[src/rtl/spi_pkg.sv]
// Shared types and constants for the SPI mode-0 target.
package spi_pkg;

    typedef enum logic [1:0] {
        WAIT_IDLE = 2'd0,
        IDLE      = 2'd1,
        ACTIVE    = 2'd2
    } spi_tgt_state_e;

    localparam int SPI_BITS_PER_BYTE = 8;
    localparam int SPI_CNT_W         = $clog2(SPI_BITS_PER_BYTE);

endpackage

[src/rtl/sync_edge.sv]
// Multi-flop synchronizer with edge detect on the last two synchronized samples.
module sync_edge #(
    parameter int   STAGES  = 2,
    parameter logic RST_VAL = 1'b0
) (
    input  logic clk_i,
    input  logic rst_i,
    input  logic d_i,
    output logic level_o,
    output logic rise_o,
    output logic fall_o
);

    logic [STAGES-1:0] sync_q;
    logic              prev_q;

    always_ff @(posedge clk_i) begin
        if (rst_i) begin
            sync_q <= {STAGES{RST_VAL}};
            prev_q <= RST_VAL;
        end else begin
            sync_q <= {sync_q[STAGES-2:0], d_i};
            prev_q <= sync_q[STAGES-1];
        end
    end

    assign level_o = sync_q[STAGES-1];
    assign rise_o  = sync_q[STAGES-1] & ~prev_q;
    assign fall_o  = ~sync_q[STAGES-1] & prev_q;

endmodule

[src/rtl/spi_target.sv]
// SPI mode-0 target, oversampled in sys_clk; byte-wide rx pulse and tx ready/valid.
//
// state     | meaning
// WAIT_IDLE | after reset: let synchronizers fill, then wait for CS_n high
// IDLE      | CS_n high, waiting for its falling edge
// ACTIVE    | selected: shift on SCK edges, drive MISO
module spi_target
    import spi_pkg::*;
#(
    parameter int         SYNC_STAGES = 2,
    parameter logic [7:0] FILL_BYTE   = 8'hFF
) (
    input  logic       sys_clk,
    input  logic       sys_rst,
    input  logic       spi_clk,
    input  logic       spi_mosi,
    input  logic       spi_cs_n,
    output logic       spi_miso,
    output logic       spi_miso_oe,
    output logic [7:0] rx_data,
    output logic       rx_valid,
    input  logic [7:0] tx_data,
    input  logic       tx_valid,
    output logic       tx_ready,
    output logic       tx_underrun,
    output logic       cs_active
);

    localparam int                      SETTLE_W      = $clog2(SYNC_STAGES + 2);
    localparam logic [SETTLE_W-1:0]     SETTLE_CYCLES = SETTLE_W'(SYNC_STAGES + 1);
    localparam logic [SPI_CNT_W-1:0]    LAST_BIT      = SPI_CNT_W'(SPI_BITS_PER_BYTE - 1);

    logic sck_rise, sck_fall, sck_level_unused;
    logic cs_n_level, cs_n_fall, cs_n_rise_unused;
    logic mosi_level, mosi_rise_unused, mosi_fall_unused;

    sync_edge #(.STAGES(SYNC_STAGES), .RST_VAL(1'b0)) u_sync_sck (
        .clk_i   (sys_clk),
        .rst_i   (sys_rst),
        .d_i     (spi_clk),
        .level_o (sck_level_unused),
        .rise_o  (sck_rise),
        .fall_o  (sck_fall)
    );

    sync_edge #(.STAGES(SYNC_STAGES), .RST_VAL(1'b1)) u_sync_cs (
        .clk_i   (sys_clk),
        .rst_i   (sys_rst),
        .d_i     (spi_cs_n),
        .level_o (cs_n_level),
        .rise_o  (cs_n_rise_unused),
        .fall_o  (cs_n_fall)
    );

    sync_edge #(.STAGES(SYNC_STAGES), .RST_VAL(1'b0)) u_sync_mosi (
        .clk_i   (sys_clk),
        .rst_i   (sys_rst),
        .d_i     (spi_mosi),
        .level_o (mosi_level),
        .rise_o  (mosi_rise_unused),
        .fall_o  (mosi_fall_unused)
    );

    spi_tgt_state_e                 state_q, state_d;
    logic [SETTLE_W-1:0]            settle_q, settle_d;
    logic [SPI_BITS_PER_BYTE-1:0]   txsh_q, txsh_d;
    logic [SPI_BITS_PER_BYTE-1:0]   rxsh_q, rxsh_d;
    logic [SPI_CNT_W-1:0]           bitcnt_q, bitcnt_d;
    logic                           byte_done_q, byte_done_d;
    logic                           miso_q, miso_d;
    logic [7:0]                     rx_data_q, rx_data_d;
    logic                           rx_valid_q, rx_valid_d;
    logic                           tx_load;
    logic [7:0]                     tx_byte;

    always_ff @(posedge sys_clk) begin
        if (sys_rst) begin
            state_q     <= WAIT_IDLE;
            settle_q    <= SETTLE_CYCLES;
            txsh_q      <= '0;
            rxsh_q      <= '0;
            bitcnt_q    <= '0;
            byte_done_q <= 1'b0;
            miso_q      <= 1'b0;
            rx_data_q   <= '0;
            rx_valid_q  <= 1'b0;
        end else begin
            state_q     <= state_d;
            settle_q    <= settle_d;
            txsh_q      <= txsh_d;
            rxsh_q      <= rxsh_d;
            bitcnt_q    <= bitcnt_d;
            byte_done_q <= byte_done_d;
            miso_q      <= miso_d;
            rx_data_q   <= rx_data_d;
            rx_valid_q  <= rx_valid_d;
        end
    end

    always_comb begin
        state_d     = state_q;
        settle_d    = settle_q;
        txsh_d      = txsh_q;
        rxsh_d      = rxsh_q;
        bitcnt_d    = bitcnt_q;
        byte_done_d = byte_done_q;
        miso_d      = miso_q;
        rx_data_d   = rx_data_q;
        rx_valid_d  = 1'b0;
        tx_load     = 1'b0;
        tx_byte     = tx_valid ? tx_data : FILL_BYTE;

        unique case (state_q)
            WAIT_IDLE: begin
                // Synchronizers hold reset (idle) values until refilled from the pins;
                // trusting CS_n=1 before then would let a live transfer slip through.
                if (settle_q != '0) begin
                    settle_d = settle_q - SETTLE_W'(1);
                end else if (cs_n_level) begin
                    state_d = IDLE;
                end
            end
            IDLE: begin
                if (cs_n_fall) begin
                    state_d     = ACTIVE;
                    tx_load     = 1'b1;
                    txsh_d      = tx_byte;
                    miso_d      = tx_byte[7];
                    bitcnt_d    = '0;
                    byte_done_d = 1'b0;
                    rxsh_d      = '0;
                end
            end
            ACTIVE: begin
                if (cs_n_level) begin
                    state_d     = IDLE;
                    bitcnt_d    = '0;
                    byte_done_d = 1'b0;
                    miso_d      = 1'b0;
                end else if (sck_rise) begin
                    rxsh_d   = {rxsh_q[SPI_BITS_PER_BYTE-2:0], mosi_level};
                    bitcnt_d = bitcnt_q + SPI_CNT_W'(1);
                    if (bitcnt_q == LAST_BIT) begin
                        rx_data_d   = {rxsh_q[SPI_BITS_PER_BYTE-2:0], mosi_level};
                        rx_valid_d  = 1'b1;
                        byte_done_d = 1'b1;
                    end
                end else if (sck_fall) begin
                    if (byte_done_q) begin
                        byte_done_d = 1'b0;
                        tx_load     = 1'b1;
                        txsh_d      = tx_byte;
                        miso_d      = tx_byte[7];
                    end else begin
                        txsh_d = {txsh_q[SPI_BITS_PER_BYTE-2:0], 1'b0};
                        miso_d = txsh_q[SPI_BITS_PER_BYTE-2];
                    end
                end
            end
            default: state_d = WAIT_IDLE;
        endcase
    end

    assign spi_miso    = miso_q;
    assign spi_miso_oe = (state_q == ACTIVE);
    assign cs_active   = (state_q == ACTIVE);
    assign rx_data     = rx_data_q;
    assign rx_valid    = rx_valid_q;
    assign tx_ready    = tx_load;
    assign tx_underrun = tx_load & ~tx_valid;

endmodule

[config.mk]
export PLATFORM = sky130hd
export DESIGN_NAME = spi_target
export DESIGN_NICKNAME = d
export VERILOG_FILES = /design/src/rtl/spi_pkg.sv /design/src/rtl/sync_edge.sv /design/src/rtl/spi_target.sv
export SDC_FILE = /design/constraint.sdc
export NUM_CORES = 1
export LEC_CHECK = 0
export CAP_MARGIN = 0
export CORE_MARGIN = 3
export CORE_UTILIZATION = 40
export DETAILED_ROUTE_END_ITERATION = 8
export GPL_TIMING_DRIVEN = 0
export PLACE_DENSITY_LB_ADDON = 0.3
export SYNTH_ARGS = -nofsm -noshare
export SYNTH_HDL_FRONTEND = slang
export SYNTH_SLANG_ARGS = --single-unit
[constraint.sdc]
create_clock -name sys_clk -period 2.2 [get_ports sys_clk]
set_clock_uncertainty 0.1 [all_clocks]
set_input_delay 0.44 -clock sys_clk [delete_from_list [all_inputs] [get_ports sys_clk]]
set_output_delay 0.44 -clock sys_clk [all_outputs]
set_load 0.1 [all_outputs]
==> impl_results.md <==
* Synth cell types at 39
* WS Path Type: register to output port
* Status: finished, violations left
* Grt total ovfl at 0
* RSZ-0062 raised after global routing: true
* Hold Crit Start: u_sync_cs.sync_q[0]
* Clock transition at path regs at 0.07 ns
* Commonest non-fill, non-tap cell in the layout: dfxtp_1
* DR pass1 iterations at 4
* Worst stage delay on the critical path at 0.34 ns
* Synth Warn # at 0
* Top post-synthesis cells by area: dfxtp_1 44%, nand2b_1 8.2%, ha_1 4.8%, o211ai_2 4.1%, nand3b_1 3.7%
* # IOs at 28
* Syn Area/Cell at 9.58 sq um
* WP buf/inv at 2
* Worst Reg-to-Reg Cells at 9
* First-pass GRT wire length at 6050 microns
* Vias per cell at 5.05
* Critical Path RT at 1.66 ns
* Most frequent cells in the layout: 38 x dfxtp_1, 24 x nand2b_1, 13 x a21oi_1, 12 x clkdlybuf4s50_1
* Clock Sinks at 40
* End of the worst hold path: u_sync_cs.sync_q[1]
* Pre-CTS worst setup slack at -0.939 ns
* Die height at 73.8 microns
* Gr usage total at 0.143
* Reg-to-reg critical path startpoint: state_q[0]
* Synth Flop Type: dfxtp_1
* Final number of max-transition violations at 0
* Die Footprint at 0.00545 sq mm
* Diode count at 0
* Tightest Pin Transition at 0.958 ns
* Iter 0 DRT Violations at 47
* Worst Hold Class: register to register
* WP data arrival at 1.70 ns
* Port Buffers at 26
* Register bit total from synthesis at 40
* F_max at 0.447 GHz
* R2R Setup Slk at 0.20 ns
* Placed Instances at 270
* FF-to-FF End: bitcnt_q[0]
* Die width at 73.8 microns
* CP cell instances: inv_2 > ha_4 > nor2b_4 > nand2_2 > o21a_4 > nor3_4 > buf_12
* Maximum vdd drop at 0.407 mV
* Post-DP HPWL at 2470 microns
* Core area at 0.00438 sq mm
* Vias in the first global route at 1,377
* Starting Density at 0.420
* Tcrit/Tclk final at 1.02
* Post-synth EDFFs at 0
* Max cap viols at 0
* CP max-delay cell: dfxtp_2
* Setup WS post-layout at -0.0364 ns
* Filler cells at 430
* Initial antenna violation count at 0
* Synth top area share at 0.435
* DRC viols at 0
* WL final at 3600 microns
* Startpoint types: register
* Multi-input gate area at 0.00101 sq mm
* TritonCTS clock tree: built
* WL per Instance at 12.7 microns
* Worst setup EP type: output port
* Area grow syn2layout at 29.0%
* Antenna-violating nets left at 0
* Slew HR at 0.364
* Seq. cell area at 803 sq um
* Worst-path fanout max at 4
* Final Non-Filler Cells at 284
* Worst skew pair latency at 0.28 ns
* Final setup vio count at 1
* Async set-reset flop share out of synthesis at 0
* Hold depth at 1
* Failing checks: negative setup slack
* Layout cells sized above 1 at 0.233
* Clk root buf: clkbuf_8
* Final hold violation count at 0
* Placer Congestion at 0.722
* Cts bufs inserted at 5
* Synthesized Nets at 213
* Synth Instances at 192
* Top Family by Delay on Critical Path: simple AND/OR/NAND/NOR gates
* CTS H-tree lvls at 2
* Final min period at 2.24 ns
* Max Buffers Root-to-Sink at 2
* Rows at 24
* Via count at 1,433
* Cell area power density at 741 mW/mm^2
* Synthesized cell area at 0.00184 sq mm
* Sequential-to-total area share from yosys stat at 0.435
* Largest area contributor in the netlist: dfxtp_1
* Largest net degree at the start of global routing at 12
* Hold-fix buffers, CTS at 0
* Leak at 0.845 nW
* Final #Nets at 253
worst max path at each step:
stage | from | end | depth (start not counted)
after floorplan | state_q[0] | tx_underrun | 7
after global placement | state_q[0] | tx_underrun | 8
after detailed placement | state_q[0] | tx_underrun | 8
after CTS | state_q[0] | tx_underrun | 8
after global routing | state_q[0] | tx_underrun | 7
final | state_q[0] | tx_underrun | 7
through the flow:
stage	hold WS (ns)	cell area (sq um)	utilization	setup TNS (ns)	total power, mW
global placement	0.309	2200	0.502	-2.10	1.29
CTS	0.339	2320	0.530	-0.0957	1.76
global route	0.347	2370	0.541	-0.117	1.86
detailed placement	0.317	2200	0.502	-2.10	1.29
finish	0.333	2370	0.541	-0.0364	1.76
floorplan	0.289	1880	-	-0.765	1.19
synth_stat cells, drive strengths merged, types with 6 or more instances:
library cell and instances:
dfxtp 40, nand2b 24, a21oi 19, nand2 11
nand3 11, nand3b 9, inv 8, ha 7
nor2b 7, clkbuf 6, nor2 6, o211ai 6
per-layer routing:
metal	routed length (microns)	global-route usage	share of wire	vias up
li1	-	-	-	747
met1	1720	0.179	0.48	665
met2	1730	0.233	0.48	16
met3	114	0.0424	0.032	5
met4	42	0.0483	0.012	0
met5	0	0	0	-
repair_timing:
| action | in CTS | in global routing |
|---|---|---|
| gates resized for setup | 36 | 6 |
| endpoints found under the setup margin | 14 | 2 |
| setup buffers | 4 | 4 |
| pin swaps | 1 | 3 |
flip-flops by register name (all words and copies together), names as in the netlist, 2 cells and up:
signal,count
rx_data,8
u_sync_cs.sync_q,2
settle_q,2
state_q,2
rxsh_q,7
u_sync_mosi.sync_q,2
bitcnt_q,3
u_sync_sck.sync_q,2
txsh_q,7
kinds of logic (layout without fill, tap and decap cells):
group / after synthesis / count (layout) / share of synthesized area
xor+xnor: 1 / 1 / 0.00476
mux: 1 / 1 / 0.00544
fa+ha+maj: 7 / 7 / 0.0476
buf+inv: 19 / 59 / 0.0463
simple gates: 80 / 80 / 0.256
compound gates: 44 / 44 / 0.205
flops: 40 / 40 / 0.435
power breakdown:
part / total, mW / switching, mW / internal [mW]
registers: 0.803 / 0.0298 / 0.773
logic: 0.507 / 0.308 / 0.199
clock network: 0.447 / 0.232 / 0.215
final cells by class:
class	instances	share of cell area
flip-flops and latches	40	0.339
plain buffers	10	0.0216
multi-input cells	133	0.428
well taps	52	0.0274
repair buffers	34	0.139
clock buffers	6	0.0306
clock inverters	1	0.00211
inverters	8	0.0127
Power figures use the tool's default switching activity.
